`src/rtl/comp_pkg.sv`:
```
// rtl/comp_pkg.sv - shared types, default widths and helpers for the compensation readout.
package comp_pkg;

  localparam int DEF_NUM_COL = 8;
  localparam int DEF_ACC_W   = 33;
  localparam int DEF_PSUM_W  = 32;
  localparam int DEF_OUT_W   = 32;

  typedef enum logic {
    IDLE   = 1'b0,
    STREAM = 1'b1
  } state_e;

  // Column counter width; a single column still needs one bit.
  function automatic int col_w(input int n);
    return (n > 1) ? $clog2(n) : 1;
  endfunction

endpackage

```
`src/rtl/comp_sat_add.sv`:
```
// rtl/comp_sat_add.sv - sign-extend and add one column's psum and compensation sum.
// COMP_READOUT_SAT_EN: saturate to the signed OUT_W range; otherwise keep the low OUT_W bits.
module comp_sat_add
  import comp_pkg::*;
#(
  parameter int ACC_W  = DEF_ACC_W,
  parameter int PSUM_W = DEF_PSUM_W,
  parameter int OUT_W  = DEF_OUT_W
) (
  input  logic [ACC_W-1:0]  comp_i,
  input  logic [PSUM_W-1:0] psum_i,
  output logic [OUT_W-1:0]  sum_o
);

  localparam int SUM_W = ACC_W + 1;

  logic [SUM_W-1:0] sum;

  assign sum = {comp_i[ACC_W-1], comp_i}
             + {{(SUM_W-PSUM_W){psum_i[PSUM_W-1]}}, psum_i};

`ifdef COMP_READOUT_SAT_EN
  logic ovf;

  // The sum fits in OUT_W bits only when every bit above the OUT_W sign bit matches it.
  assign ovf = (sum[SUM_W-1:OUT_W-1] != {(SUM_W-OUT_W+1){sum[SUM_W-1]}});

  always_comb begin
    sum_o = sum[OUT_W-1:0];
    if (ovf) begin
      sum_o = sum[SUM_W-1] ? {1'b1, {(OUT_W-1){1'b0}}} : {1'b0, {(OUT_W-1){1'b1}}};
    end
  end
`else
  logic unused_hi;

  assign unused_hi = ^sum[SUM_W-1:OUT_W];
  assign sum_o     = sum[OUT_W-1:0];
`endif

endmodule

```
`src/rtl/compensation_readout.sv`:
```
// rtl/compensation_readout.sv - snapshot column compensation sums and psums, stream corrected results.
// COMP_READOUT_SAT_EN selects saturating rather than wrapping output arithmetic.
module compensation_readout
  import comp_pkg::*;
#(
  parameter int NUM_COL = DEF_NUM_COL,
  parameter int ACC_W   = DEF_ACC_W,
  parameter int PSUM_W  = DEF_PSUM_W,
  parameter int OUT_W   = DEF_OUT_W
) (
  input  logic                      clk,
  input  logic                      rst,
  input  logic                      start,
  input  logic [NUM_COL*ACC_W-1:0]  comp_sum_in,
  input  logic [NUM_COL*PSUM_W-1:0] psum_in,
  output logic                      out_valid,
  input  logic                      out_ready,
  output logic [OUT_W-1:0]          out_data,
  output logic [col_w(NUM_COL)-1:0] out_col,
  output logic                      out_last,
  output logic                      busy,
  output logic                      comp_clr,
  output logic                      done
);

  localparam int COL_W = col_w(NUM_COL);
  localparam logic [COL_W-1:0] LAST_COL = COL_W'(NUM_COL - 1);

  state_e            state_q, state_d;
  logic [COL_W-1:0]  col_q, col_d;
  logic [ACC_W-1:0]  snap_comp_q [NUM_COL];
  logic [PSUM_W-1:0] snap_psum_q [NUM_COL];
  logic [OUT_W-1:0]  out_data_q;
  logic [OUT_W-1:0]  sum_w;
  logic [ACC_W-1:0]  sel_comp;
  logic [PSUM_W-1:0] sel_psum;
  logic              fin_q, fin_d;
  logic              load, snap_en, is_last;

  assign is_last = (col_q == LAST_COL);

  always_comb begin
    state_d = state_q;
    col_d   = col_q;
    fin_d   = 1'b0;
    load    = 1'b0;
    snap_en = 1'b0;
    case (state_q)
      IDLE: begin
        if (start) begin
          state_d = STREAM;
          col_d   = '0;
          load    = 1'b1;
          snap_en = 1'b1;
        end
      end
      STREAM: begin
        if (out_ready) begin
          if (is_last) begin
            state_d = IDLE;
            col_d   = '0;
            fin_d   = 1'b1;
          end else begin
            col_d = col_q + 1'b1;
            load  = 1'b1;
          end
        end
      end
      default: state_d = IDLE;
    endcase
  end

  // The first beat is computed straight from the inputs, since the snapshot lands on the same edge.
  always_comb begin
    sel_comp = snap_comp_q[col_d];
    sel_psum = snap_psum_q[col_d];
    if (state_q == IDLE) begin
      sel_comp = comp_sum_in[ACC_W-1:0];
      sel_psum = psum_in[PSUM_W-1:0];
    end
  end

  comp_sat_add #(
    .ACC_W  (ACC_W),
    .PSUM_W (PSUM_W),
    .OUT_W  (OUT_W)
  ) u_sat_add (
    .comp_i (sel_comp),
    .psum_i (sel_psum),
    .sum_o  (sum_w)
  );

  always_ff @(posedge clk or posedge rst) begin
    if (rst) begin
      state_q    <= IDLE;
      col_q      <= '0;
      out_data_q <= '0;
      fin_q      <= 1'b0;
      for (int c = 0; c < NUM_COL; c++) begin
        snap_comp_q[c] <= '0;
        snap_psum_q[c] <= '0;
      end
    end else begin
      state_q <= state_d;
      col_q   <= col_d;
      fin_q   <= fin_d;
      if (load) begin
        out_data_q <= sum_w;
      end
      if (snap_en) begin
        for (int c = 0; c < NUM_COL; c++) begin
          snap_comp_q[c] <= comp_sum_in[c*ACC_W +: ACC_W];
          snap_psum_q[c] <= psum_in[c*PSUM_W +: PSUM_W];
        end
      end
    end
  end

  assign out_valid = (state_q == STREAM);
  assign busy      = (state_q == STREAM);
  assign out_last  = out_valid && is_last;
  assign out_col   = col_q;
  assign out_data  = out_data_q;
  assign done      = fin_q;
  assign comp_clr  = fin_q;

endmodule

```
`config.mk`:
```
export PLATFORM = sky130hd
export DESIGN_NAME = compensation_readout
export DESIGN_NICKNAME = d
export VERILOG_FILES = /design/src/rtl/comp_pkg.sv /design/src/rtl/comp_sat_add.sv /design/src/rtl/compensation_readout.sv
export SDC_FILE = /design/constraint.sdc
export NUM_CORES = 2
export LEC_CHECK = 0
export CORE_AREA = 2 2 236 238
export CTS_BUF_LIST = sky130_fd_sc_hd__clkbuf_4 sky130_fd_sc_hd__clkbuf_8
export CTS_CLUSTER_DIAMETER = 50
export DETAILED_ROUTE_END_ITERATION = 10
export DIE_AREA = 0 0 238 240
export DONT_BUFFER_PORTS = 1
export PLACE_DENSITY = 0.64
export REMOVE_ABC_BUFFERS = 1
export SLEW_MARGIN = 25
export SYNTH_ARGS = -nofsm -noshare
export SYNTH_HDL_FRONTEND = slang
export SYNTH_SLANG_ARGS = --single-unit
```
`constraint.sdc`:
```
create_clock -name clk -period 26 [get_ports clk]
set_clock_uncertainty 0.2 [all_clocks]
set_input_delay 3.9 -clock clk [delete_from_list [all_inputs] [get_ports clk]]
set_output_delay 3.9 -clock clk [all_outputs]
set_load 0.03 [all_outputs]
```
==> qor.csv <==
stage;metric;value;unit
global_routing;grt_first_pass_wirelength;128;mm
clocking;clkSlewWorstSetupHoldPaths;0.06;ns
synthesis;area_fraction_of_the_dominant_cell_type_after_synthesis;50.9;%
clocking;tritoncts;yes;
synthesis;yosys_warnings;0;
synthesis;synthesis.instances;3570;
critical_path;crit-reg2reg-launch;out_col[0]$_DFF_PP0_;
floorplanning;design.core.area;54700;um2
critical_path;timing_worst_setup_path_type;primary input to register;
critical_path;startpoint_type;primary input;
synthesis;syn-mean-instance-area;7.56;um2
global_routing;track_usage;28.6;%
clocking;later_pin_clock_latency_in_the_skew_report;0.71;ns
placement;port_buffers;0;
floorplanning;dieWidth;238;um
critical_path;worst_r2r_setup_slack;18.56;ns
power_and_ir_drop;ir_worst_vdd;107;uV
timing;setup_viol;0;
clocking;cts_post_setup_buffers_inserted;0;
placement;place_area;27300;um2
critical_path;cp-endpoint;out_data[31]$_DFFE_PP0P_;
clocking;postCtsResizedCells;0;
clocking;htree_levels;3;
drt;dr.pass1.iters;6;
floorplanning;num_ports;564;
synthesis;count_of_distinct_cell_types_in_the_synthesized_netlist;53;
global_routing;grt_antenna_before_repair;12;
timing;worstMarginPinSlew;1.02;ns
timing;rsz0062_at_grt;false;
clocking;postCtsHoldBufs;0;
critical_path;crit_path_max_fanout;79;
drt;drt_drc_violations_left;0;
global_routing;grt_max_degree;237;
synthesis;synth-async-reset-ratio;100;%
critical_path;critical_path.reg2reg.endpoint;out_data[31]$_DFFE_PP0P_;
timing;portion_of_the_clock_cycle_consumed_by_the_worst_path_in_the_final_layout;36.6;%
critical_path;worstPathArrival;9.89;ns
synthesis;seq_area_frac_synth;50.9;%
clocking;cts_inserted_buffers;97;
drt;drt_wl_total;82.8;mm
timing;slew_headroom;32.2;%
hold_path;worst_hold_class;register to register;
drt;dr_vias;23602;
final_layout;post_route_cells_drive_above_1_share;6.32;%
critical_path;crit_required;26.38;ns
floorplanning;fp-row-count;86;
timing;fmax;105;MHz
placement;finalWeightedCongestion;0.854;
timing;drv_slew;0;
drt;via_count_normalized_by_instance_count;5.54;
placement;place_hpwl;54.3;mm
power_and_ir_drop;finalPower;5170;uW
clocking;clock_path_buffers;3;
critical_path;r2r.worst_path.cells;21;
final_layout;finish.net_count;4024;
floorplanning;floorplan.die_area;57100;um2
synthesis;syn_area;27000;um2
synthesis;yosys.area.top_type;sky130_fd_sc_hd__dfrtp_1;
synthesis;synth.top_cells.by_area;sky130_fd_sc_hd__dfrtp_1 (51%), sky130_fd_sc_hd__nand2_1 (29%), sky130_fd_sc_hd__clkbuf_1 (2.6%);
timing;postLayoutSetupSlackWorst;16.48;ns
drt;first_iter_violations;1934;
timing;final-hold-violation-count;0;
drt;drt-wirelength-per-cell;19.4;um
run;max-cap-violations;0;
run_status;outcome;completed;
placement;place_ws;15.80;ns
drt;post_detailed_route_count_of_antenna_violating_nets;0;
synthesis;postSynthRegisterBits;549;
global_routing;via_count_of_the_first_global_routing_pass;22849;
clocking;clock_tree.root_cell;sky130_fd_sc_hd__clkbuf_8;
floorplanning;floorplan.initialDensity;49.4;%
power_and_ir_drop;p_leak;0.0152;uW
critical_path;critPathLaunch;out_ready;
clocking;clkSinkCount;549;
critical_path;critical_path.endpoint_type;register;
final_layout;area_delta_synth_final;9.23;%
synthesis;yosys_most_used_dff;sky130_fd_sc_hd__dfrtp_1;
global_routing;overflow;0;
floorplanning;die_height;240;um
timing;min_period;9.52;ns
timing;hold-worst-slack;0.271;ns
power_and_ir_drop;power_density;175;nW/um2
synthesis;synth_edf_count;0;
final_layout;final_design_area_no_fill;29500;um2
==> routing by layer <==
| metal | vias to the layer above | track usage (%) | wire length (um) |
|---|---|---|---|
| met5 | - | 0 | 26 |
| met4 | 4 | 12.1 | 3450 |
| met3 | 184 | 7.37 | 6870 |
| met2 | 841 | 44.7 | 37900 |
| met1 | 11341 | 37.8 | 34500 |
| li1 | 11232 | - | - |
==> area by class of cell <==
| type | count | area (um2) |
|---|---|---|
| fillers | 5187 | 25200 |
| flip-flops and latches | 549 | 13700 |
| multi-input cells | 2777 | 12300 |
| clock buffers | 151 | 1930 |
| well taps | 704 | 881 |
| repair buffers | 33 | 340 |
| clock inverters | 25 | 193 |
| inverters | 8 | 50.0 |
| diodes | 11 | 27.5 |
==> cells by family after synthesis <==
group / Yosys count / share of synthesized area [%]
AO/OA/AOI/OAI: 316 / 7.79
flip-flops: 549 / 50.9
buffers and inverters: 244 / 3.64
XOR/XNOR: 24 / 0.779
AND/OR/NAND/NOR: 2390 / 34.8
adder cells (fa/ha/maj): 34 / 1.60
multiplexers: 13 / 0.487
==> report_power, final <==
| part | internal [uW] | switching (uW) | leakage [uW] |
|---|---|---|---|
| Clock | 486 | 381 | 0.00113 |
| Combinational | 1010 | 1750 | 0.00722 |
| Sequential | 1260 | 293 | 0.00685 |
==> state kept, by name, summed over array words and instances, names as in the netlist <==
register / cells
snap_comp_q: 256
out_col: 3
out_data: 32
comp_clr: 1
snap_psum_q: 256
busy: 1
==> synthesized netlist by cell type (2+ instances only) <==
master                      count
sky130_fd_sc_hd__a2111oi_0      2
sky130_fd_sc_hd__a211o_1        3
sky130_fd_sc_hd__a211oi_1       6
sky130_fd_sc_hd__a21o_1        15
sky130_fd_sc_hd__a21oi_1      105
sky130_fd_sc_hd__a311oi_1      64
sky130_fd_sc_hd__a31oi_1       64
sky130_fd_sc_hd__and2_1         3
sky130_fd_sc_hd__and3_1        69
sky130_fd_sc_hd__buf_1          8
sky130_fd_sc_hd__buf_2         35
sky130_fd_sc_hd__buf_4          6
sky130_fd_sc_hd__clkbuf_1     187
sky130_fd_sc_hd__dfrtp_1      549
sky130_fd_sc_hd__ha_1          33
sky130_fd_sc_hd__inv_1          6
sky130_fd_sc_hd__inv_2          2
sky130_fd_sc_hd__mux2i_1       12
sky130_fd_sc_hd__nand2_1     2071
sky130_fd_sc_hd__nand2b_1       6
sky130_fd_sc_hd__nand3_1      133
sky130_fd_sc_hd__nand3b_1       4
sky130_fd_sc_hd__nand4_1        3
sky130_fd_sc_hd__nor2_1        87
sky130_fd_sc_hd__nor2b_1        4
sky130_fd_sc_hd__nor3_1         3
sky130_fd_sc_hd__nor3b_1        2
sky130_fd_sc_hd__o211ai_1       8
sky130_fd_sc_hd__o21a_1         2
sky130_fd_sc_hd__o21ai_0       24
sky130_fd_sc_hd__o21ai_1        3
sky130_fd_sc_hd__o21bai_1       5
sky130_fd_sc_hd__o221ai_1       2
sky130_fd_sc_hd__o31ai_1        2
sky130_fd_sc_hd__or4_1          2
sky130_fd_sc_hd__xnor2_1       12
sky130_fd_sc_hd__xor2_1        12
==> worst max-delay path, cell delays in order <==
cell                       delay [ns]
sky130_fd_sc_hd__mux2i_1         0.22
sky130_fd_sc_hd__a21oi_4         0.24
sky130_fd_sc_hd__inv_8           0.47
sky130_fd_sc_hd__buf_4           0.77
sky130_fd_sc_hd__buf_4           0.80
sky130_fd_sc_hd__nand2_1         0.10
sky130_fd_sc_hd__and3_1          0.20
sky130_fd_sc_hd__a311oi_1        0.34
sky130_fd_sc_hd__a31oi_1         0.09
sky130_fd_sc_hd__a21oi_1         0.37
sky130_fd_sc_hd__ha_1            0.36
sky130_fd_sc_hd__o211ai_1        0.19
sky130_fd_sc_hd__o21ai_1         0.14
sky130_fd_sc_hd__o211ai_1        0.32
sky130_fd_sc_hd__a21oi_1         0.21
sky130_fd_sc_hd__o211ai_1        0.29
sky130_fd_sc_hd__a21oi_1         0.15
sky130_fd_sc_hd__or4_1           0.53
sky130_fd_sc_hd__o211a_1         0.12
==> through the flow <==
step,instances,setup TNS [ns],utilization [%]
floorplan,3334,-23.66,-
global placement,4069,0,49.9
detailed placement,4069,0,49.9
CTS,4245,0,53.8
global route,4257,0,53.9
finish,4258,0,53.9
==> layout by cell type, fill, tap and decap left out, types with 3 or more instances in the layout <==
cell type,instances
sky130_fd_sc_hd__o21ai_0,24
sky130_fd_sc_hd__nand4_1,3
sky130_fd_sc_hd__buf_12,3
sky130_fd_sc_hd__o211ai_1,8
sky130_fd_sc_hd__a211oi_1,6
sky130_fd_sc_hd__inv_6,3
sky130_fd_sc_hd__dfrtp_1,548
sky130_fd_sc_hd__a211o_1,3
sky130_fd_sc_hd__and2_1,3
sky130_fd_sc_hd__buf_6,4
sky130_fd_sc_hd__and3_1,69
sky130_fd_sc_hd__buf_4,24
sky130_fd_sc_hd__diode_2,11
sky130_fd_sc_hd__inv_1,5
sky130_fd_sc_hd__nand2_1,2071
sky130_fd_sc_hd__a21o_1,15
sky130_fd_sc_hd__ha_1,33
sky130_fd_sc_hd__o21bai_1,5
sky130_fd_sc_hd__nor2_1,86
sky130_fd_sc_hd__nor3_1,3
sky130_fd_sc_hd__mux2i_1,12
sky130_fd_sc_hd__clkbuf_8,128
sky130_fd_sc_hd__xnor2_1,12
sky130_fd_sc_hd__a31oi_1,64
sky130_fd_sc_hd__clkinvlp_4,3
sky130_fd_sc_hd__a311oi_1,64
sky130_fd_sc_hd__nand3_1,133
sky130_fd_sc_hd__xor2_1,12
sky130_fd_sc_hd__nand2b_1,5
sky130_fd_sc_hd__nand3b_1,4
sky130_fd_sc_hd__inv_8,4
sky130_fd_sc_hd__a21oi_1,104
sky130_fd_sc_hd__nor2b_1,3
sky130_fd_sc_hd__clkbuf_4,23
sky130_fd_sc_hd__clkinv_2,15
==> worst min-delay path by stage <==
stage / startpoint / end / slack [ns] / cells past startpoint
floorplan: snap_comp_q[163]$_DFFE_PP0P_ / snap_comp_q[163]$_DFFE_PP0P_ / 0.24 / 2
CTS: snap_psum_q[242]$_DFFE_PP0P_ / snap_psum_q[242]$_DFFE_PP0P_ / 0.28 / 2
detailed placement: snap_comp_q[52]$_DFFE_PP0P_ / snap_comp_q[52]$_DFFE_PP0P_ / 0.26 / 2
finish: snap_comp_q[213]$_DFFE_PP0P_ / snap_comp_q[213]$_DFFE_PP0P_ / 0.27 / 2
global placement: snap_psum_q[212]$_DFFE_PP0P_ / snap_psum_q[212]$_DFFE_PP0P_ / 0.26 / 2
global route: snap_comp_q[72]$_DFFE_PP0P_ / snap_comp_q[72]$_DFFE_PP0P_ / 0.29 / 2
(Power assumes the default switching activity.)
